[config.mk]
export PLATFORM = sky130hd
export DESIGN_NAME = imm_extend_pipe
export DESIGN_NICKNAME = d
export VERILOG_FILES = /design/src/rtl/imm_extend_pipe.sv
export SDC_FILE = /design/constraint.sdc
export NUM_CORES = 1
export LEC_CHECK = 0
export CAP_MARGIN = 20
export CORE_AREA = 4 4 114 116
export CTS_CLUSTER_SIZE = 12
export DETAILED_ROUTE_END_ITERATION = 8
export DIE_AREA = 0 0 118 120
export SYNTH_ARGS = -nofsm -noshare
export SYNTH_HDL_FRONTEND = slang
export SYNTH_SLANG_ARGS = --single-unit
[constraint.sdc]
create_clock -name clk -period 2.9 [get_ports clk]
set_input_delay 0.58 -clock clk [delete_from_list [all_inputs] [get_ports clk]]
set_output_delay 0.58 -clock clk [all_outputs]
set_load 0.02 [all_outputs]
[src/rtl/imm_extend_pipe.sv]
// imm_extend_pipe: pipelined immediate-extension unit.
// Widens an IN_W-bit immediate to OUT_W bits (sign, zero, upper-load or
// branch-offset) and hands it downstream through a main register backed by
// a one-entry skid register. With that second entry, in_ready comes from
// registered state only and the unit can still run at one transfer per cycle.
module imm_extend_pipe #(
    parameter int IN_W  = 16,
    parameter int OUT_W = 32,
    parameter int CNT_W = 16
) (
    input  logic             clk,
    input  logic             rst,
    input  logic             in_valid,
    output logic             in_ready,
    input  logic [IN_W-1:0]  in_data,
    input  logic [1:0]       in_mode,
    output logic             out_valid,
    input  logic             out_ready,
    output logic [OUT_W-1:0] out_data,
    output logic [1:0]       out_mode,
    output logic [CNT_W-1:0] xfer_count
);

    localparam logic [1:0] MODE_SIGN   = 2'b00;
    localparam logic [1:0] MODE_ZERO   = 2'b01;
    localparam logic [1:0] MODE_UPPER  = 2'b10;
    localparam logic [1:0] MODE_SHIFT2 = 2'b11;

    // Number of bits the immediate is shifted up by for UPPER.
    localparam int UP_SHIFT = OUT_W - IN_W;

    // Candidate extensions, built bit by bit so every width combination
    // (including IN_W == OUT_W) elaborates without out-of-range slices.
    logic [OUT_W-1:0] ext_sign;
    logic [OUT_W-1:0] ext_zero;
    logic [OUT_W-1:0] ext_upper;
    logic [OUT_W-1:0] ext_shift;
    logic [OUT_W-1:0] ext_result;

    // Main (M) and skid (S) entries.
    logic             m_valid_reg;
    logic [OUT_W-1:0] m_data_reg;
    logic [1:0]       m_mode_reg;
    logic             s_valid_reg;
    logic [OUT_W-1:0] s_data_reg;
    logic [1:0]       s_mode_reg;
    logic [CNT_W-1:0] xfer_count_reg;

    logic accept;
    logic xfer;

    genvar gi;
    generate
        for (gi = 0; gi < OUT_W; gi = gi + 1) begin : g_ext
            // Low bits carry the immediate; high bits are sign or zero fill.
            if (gi < IN_W) begin : g_low
                assign ext_sign[gi] = in_data[gi];
                assign ext_zero[gi] = in_data[gi];
            end else begin : g_high
                assign ext_sign[gi] = in_data[IN_W-1];
                assign ext_zero[gi] = 1'b0;
            end

            // UPPER places the immediate in the top IN_W bits.
            if (gi >= UP_SHIFT) begin : g_up_data
                assign ext_upper[gi] = in_data[gi-UP_SHIFT];
            end else begin : g_up_zero
                assign ext_upper[gi] = 1'b0;
            end

            // SHIFT2 is the sign extension moved up two places; the top two
            // sign bits fall off and the two LSBs are zero.
            if (gi >= 2) begin : g_sh_data
                assign ext_shift[gi] = ext_sign[gi-2];
            end else begin : g_sh_zero
                assign ext_shift[gi] = 1'b0;
            end
        end
    endgenerate

    // Select the extension requested by the mode sampled with the data.
    always_comb begin
        ext_result = ext_sign;
        case (in_mode)
            MODE_SIGN:   ext_result = ext_sign;
            MODE_ZERO:   ext_result = ext_zero;
            MODE_UPPER:  ext_result = ext_upper;
            MODE_SHIFT2: ext_result = ext_shift;
            default:     ext_result = ext_sign;
        endcase
    end

    // Ready only reflects the skid entry, so it never waits on out_ready.
    assign in_ready = !s_valid_reg;
    assign accept   = in_valid && in_ready;
    assign xfer     = m_valid_reg && out_ready;

    // Two-entry buffer: M feeds the outputs, S absorbs one result while M stalls.
    always_ff @(posedge clk or posedge rst) begin
        if (rst) begin
            m_valid_reg <= 1'b0;
            m_data_reg  <= '0;
            m_mode_reg  <= MODE_SIGN;
            s_valid_reg <= 1'b0;
            s_data_reg  <= '0;
            s_mode_reg  <= MODE_SIGN;
        end else if (xfer) begin
            // M is draining: refill from S first to keep FIFO order. An
            // accept cannot happen while S is full because in_ready is low.
            if (s_valid_reg) begin
                m_valid_reg <= 1'b1;
                m_data_reg  <= s_data_reg;
                m_mode_reg  <= s_mode_reg;
                s_valid_reg <= 1'b0;
            end else if (accept) begin
                m_valid_reg <= 1'b1;
                m_data_reg  <= ext_result;
                m_mode_reg  <= in_mode;
            end else begin
                m_valid_reg <= 1'b0;
            end
        end else if (accept) begin
            // No drain this cycle: fill M if empty, otherwise park in S.
            if (!m_valid_reg) begin
                m_valid_reg <= 1'b1;
                m_data_reg  <= ext_result;
                m_mode_reg  <= in_mode;
            end else begin
                s_valid_reg <= 1'b1;
                s_data_reg  <= ext_result;
                s_mode_reg  <= in_mode;
            end
        end
    end

    // Count completed output transfers; wraps naturally at 2^CNT_W.
    always_ff @(posedge clk or posedge rst) begin
        if (rst) begin
            xfer_count_reg <= '0;
        end else if (xfer) begin
            xfer_count_reg <= xfer_count_reg + CNT_W'(1);
        end
    end

    assign out_valid  = m_valid_reg;
    assign out_data   = m_data_reg;
    assign out_mode   = m_mode_reg;
    assign xfer_count = xfer_count_reg;

endmodule

## Yosys cells after proc, flatten, opt, wreduce, memory -nomap -nowiden

Index checks and enable logic that the tools add are counted.

| storage, ports and cells | value |
|---|---|
| bits of input ports | 22 |
| logic and storage cells | 41 |
| output and inout port bits | 52 |
| register bits | 86 |

| operators by class | value |
|---|---|
| reduce and logical (&&, ||, !) cells | 10 |
| add/sub/neg operators | 1 |
| equal/unequal tests | 4 |
| bitwise operators | 1 |
| mux-type cells | 18 |

Operator list:

| cell | number |
|---|---|
| two-way mux 32 bit | 5 |
| case mux 32 bit (4 select lines) | 1 |
| adder 16 x 1 -> 16 bit (second input constant) | 1 |
| two-way mux 2 bit | 5 |
| two-way mux 1 bit | 7 |
| AND reduction 3 bit | 2 |
| nonzero test 2 bit | 3 |
| equality test 2 bit (second input constant) | 2 |
| equality test 2 x 1 -> 1 bit (second input constant) | 1 |
| logical AND 1 bit | 2 |
| logical NOT 2 bit | 1 |
| inequality test 2 x 1 -> 1 bit (second input constant) | 1 |
| AND reduction 2 bit | 1 |
| logical NOT 1 bit | 1 |
| inverter 1 bit | 1 |

## Logic depth before layout (Yosys ltp)

| depth | value |
|---|---|
| depth after elaboration | 5 |
| depth in mapped cells | 7 |
| depth with buffers taken out | 5 |

## Worst setup path before layout

Ideal clock, no wire load.

| timing path | value |
|---|---|
| kind | input -> register |
| start | input port out_ready |
| end | register s_data_reg[2] |
| library setup time | 0.121 ns |
| data required time | 2.779 ns |
| cell stages on the path | 6 |
| slack | 1.336 ns |
| data arrival time | 1.444 ns |
| cell sequence | buf_6 -> or3_1 -> buf_6 -> buf_6 -> nand2_1 -> o21ai_2 |

| on the way | value |
|---|---|
| word-level cells in the longest chain between the ends | 3 |

Ends and longest elaborated chain:

| element | RTL line | source |
|---|---|---|
| from (decl) | 18 | `input logic out_ready,` |
| logical AND 1 bit | 96 | `assign xfer = m_valid_reg && out_ready;` |
| inverter 1 bit (no line) | - |  |
| AND reduction 3 bit (no line) | - |  |
| to (signal assigned) | 130 | `s_data_reg <= ext_result;` |
| to (decl) | 45 | `logic [OUT_W-1:0] s_data_reg;` |

Every way passes these cells.
A chain may end at the register's enable or synchronous reset.

## Worst setup path in the final report

| timing path | value |
|---|---|
| start | register s_valid_reg |
| end | output port in_ready |

| on the way | value |
|---|---|
| word-level cells in the longest chain between the ends | 1 |

Ends and longest elaborated chain:

| element | RTL line | source |
|---|---|---|
| from (decl) | 44 | `logic s_valid_reg;` |
| from (signal assigned) | 104 | `s_valid_reg <= 1'b0;` |
| from (signal assigned) | 114 | `s_valid_reg <= 1'b0;` |
| from (signal assigned) | 129 | `s_valid_reg <= 1'b1;` |
| logical NOT 1 bit | 94 | `assign in_ready = !s_valid_reg;` |
| to (decl) | 14 | `output logic in_ready,` |

Every way passes these cells.

==> results_dict.tcl <==
set metrics [dict create \
    cts.path.max_buffers 2 \
    tns_ps 0 \
    synth_edf_count 0 \
    port_buffers 73 \
    detail_route.iter0.violations 217 \
    r2r_end "out_data[24]" \
    cp-startpoint "s_valid_reg" \
    hold_class "reg2reg" \
    maxCapViolations 0 \
    end_kind "output pin" \
    run_status "complete, no violations" \
    cts_inserted_buffers 9 \
    synth-seq-cells 86 \
    cts_tree "built" \
    rsz0062_at_grt "false" \
    cp-endpoint "in_ready" \
    drive_gt1_frac 0.108 \
    drtAntennaViolNets 0 \
    grt_max_degree 68 \
    grt_pass1_vias 3104 \
    dp_slack_ps 464 \
    vias_per_cell 5.05 \
    setup_viol 0 \
    reg2reg_slack_ps 1170 \
    clock_latency_ps 340 \
    drt_wl_total_um 9500 \
    synth_area_um2 4090 \
    max_stage_delay_ps 620 \
    cts_hold_buf 0 \
    die_y_um 120 \
    ys_seq_area_frac 0.526 \
    dieArea_um2 14200 \
    htree_num_levels 3 \
    antenna-diode-count 0 \
    setup_slack_ps 766 \
    root_buffer "clkbuf_16" \
    crit_path_start_kind "register" \
    fillCellCount 1156 \
    row_count 40 \
    coreArea_um2 11900 \
    worst_ep_arrival_time_ps 1550 \
    fin_crit_ps 2130 \
    drc 0 \
    synthFlopType "dfrtp_1" \
    area_growth_pct 27.6 \
    start_util 0.343 \
    async_flop_share 1.00 \
    finClkSkew_ps 7.38 \
    grt_pass1_wl_um 16000 \
    slew_headroom 0.576 \
    irDropWorstVdd_mv 0.297 \
    gr-usage-all-layers 0.140 \
    num_vias 3119 \
    crit_fanout 6 \
    gp_congestion 0.759 \
    post-route-period-util 0.736 \
    cp_cell_sequence "inv_1 > clkdlybuf4s50_1" \
    syn_inst 404 \
    power_w 0.00271 \
    antenna_found_initial 0 \
    yosys_warnings 0 \
    finalHoldViolCount 0 \
    multiInputGateArea_um2 1690 \
    cp.required_ps 2320 \
    max_freq_mhz 469 \
    nets 490 \
    worst-setup-path-type "reg2out" \
    drt_pre_antenna_iters 4 \
    io_pins 74 \
    syn_area_per_cell_um2 10.1 \
    rr_worst_depth 4 \
    final_cell_area_um2 5220 \
    dp_hpwl_um 6600 \
    ctsResizeCount 0 \
    reg2reg_from "out_valid" \
    register_area_um2 2150 \
    tightestPinTransition_ps 636 \
    overflow 0 \
    synth.distinct_cells 44 \
    die_w_um 118 \
    timing.hold.ws_ps 465 \
    powerDensity_nw_per_um2 520 \
    wire_per_inst_um 15.4 \
    report.final.slew_viol_count 0 \
    clkTransAtPathRegs_ps 60 \
    post-cts-setup-buffers 0 \
    cpMaxStageDelayCell "clkdlybuf4s50_1" \
    cts.sinks 86 \
    synth_nets 427 \
    dpl-instance-area_um2 4890 \
    p_leak_nw 2.41 \
]
-- logic make-up (layout without fill, tap and decap cells) --
kind of cell	after synthesis	after routing	synth area share
simple gates	132	132	0.159
compound gates	131	131	0.205
flops	86	86	0.526
buf+inv	36	103	0.0624
xor+xnor	15	15	0.0340
mux	3	3	0.00979
fa+ha+maj	1	1	0.00306
-- worst max-delay path: cells and delay by family (launching register included) --
family | cells | cell delay, ps
buf+inv | 2 | 760
flops | 1 | 450
-- layout by cell type (no fill, tap or decap), types with 2 or more instances in the layout --
master | Yosys | layout
nand3_1 | 6 | 6
nand3b_1 | 2 | 2
clkdlybuf4s50_1 | 0 | 73
nand2_2 | 2 | 2
o21ai_2 | 11 | 10
inv_1 | 4 | 3
nor3b_1 | 2 | 2
nand4_1 | 4 | 4
and3_2 | 2 | 2
o21ai_0 | 14 | 14
buf_12 | 0 | 3
clkbuf_8 | 0 | 2
a211oi_1 | 13 | 13
clkbuf_16 | 0 | 9
bufinv_16 | 0 | 2
dfrtp_1 | 86 | 86
o22a_1 | 14 | 14
nor3_2 | 2 | 2
nand2_1 | 69 | 69
o21ai_1 | 16 | 16
xnor2_1 | 10 | 10
a21o_1 | 13 | 13
buf_4 | 3 | 8
and3_1 | 3 | 3
mux2_4 | 2 | 2
xor2_1 | 4 | 4
a31oi_1 | 2 | 2
nor2_1 | 17 | 17
o22ai_1 | 15 | 15
a21oi_1 | 32 | 32
nor2b_1 | 14 | 14
-- worst min-delay path by stage --
stage	start	end	slack, ps	cells after the start
6_report	xfer_count[15]	xfer_count[15]	460	1
5_1_grt	out_data[5]	out_data[5]	500	1
4_1_cts	xfer_count[15]	xfer_count[15]	470	1
3_5_place_dp	xfer_count[15]	xfer_count[15]	460	1
3_3_place_gp	xfer_count[15]	xfer_count[15]	460	1
2_1_floorplan	s_mode_reg[1]	s_mode_reg[1]	440	2
-- cell usage after synthesis (5+ instances only) --
master    count  area (um2)
a211oi_1     13        97.6
a21o_1       13        97.6
a21oi_1      32         160
buf_2        11        55.1
buf_6        11         124
clkbuf_1      5        18.8
dfrtp_1      86        2150
nand2_1      69         259
nand3_1       6        30.0
nor2_1       17        63.8
nor2b_1      14        87.6
o21ai_0      14        70.1
o21ai_1      16        80.1
o21ai_2      11        96.3
o22a_1       14         123
o22ai_1      15        93.8
xnor2_1      10        87.6
-- metal layers --
metal  share of wire  global-route usage  wire length [um]
met1            0.48               0.196              4550
met2            0.45               0.213              4290
met3           0.058              0.0372               547
met4           0.012              0.0396               113
met5               0                   0                 0
-- area by class of cell --
cell class	instances	area share
Sequential cell	86	0.412
Multi-Input combinational cell	282	0.324
Timing Repair Buffer	84	0.163
Clock buffer	12	0.0492
Tap cell	147	0.0353
Clock inverter	3	0.0129
Inverter	4	0.00312
-- report_power, final --
| group | leakage, nW | total (W) | internal, W | switching [W] |
|---|---|---|---|---|
| registers | 1.19 | 0.00123 | 0.00122 | 0.00000977 |
| logic | 1.07 | 0.000224 | 0.0000956 | 0.000129 |
| clock network | 0.155 | 0.00126 | 0.000797 | 0.000466 |
| total | 2.41 | 0.00271 | 0.00211 | 0.000604 |
-- stage by stage --
step | instances | utilization
6_report | 618 | 0.438
5_1_grt | 618 | 0.438
4_1_cts | 618 | 0.438
3_5_place_dp | 603 | 0.411
3_3_place_gp | 603 | 0.411
2_1_floorplan | 404 | -
Power figures use the tool's default switching activity.
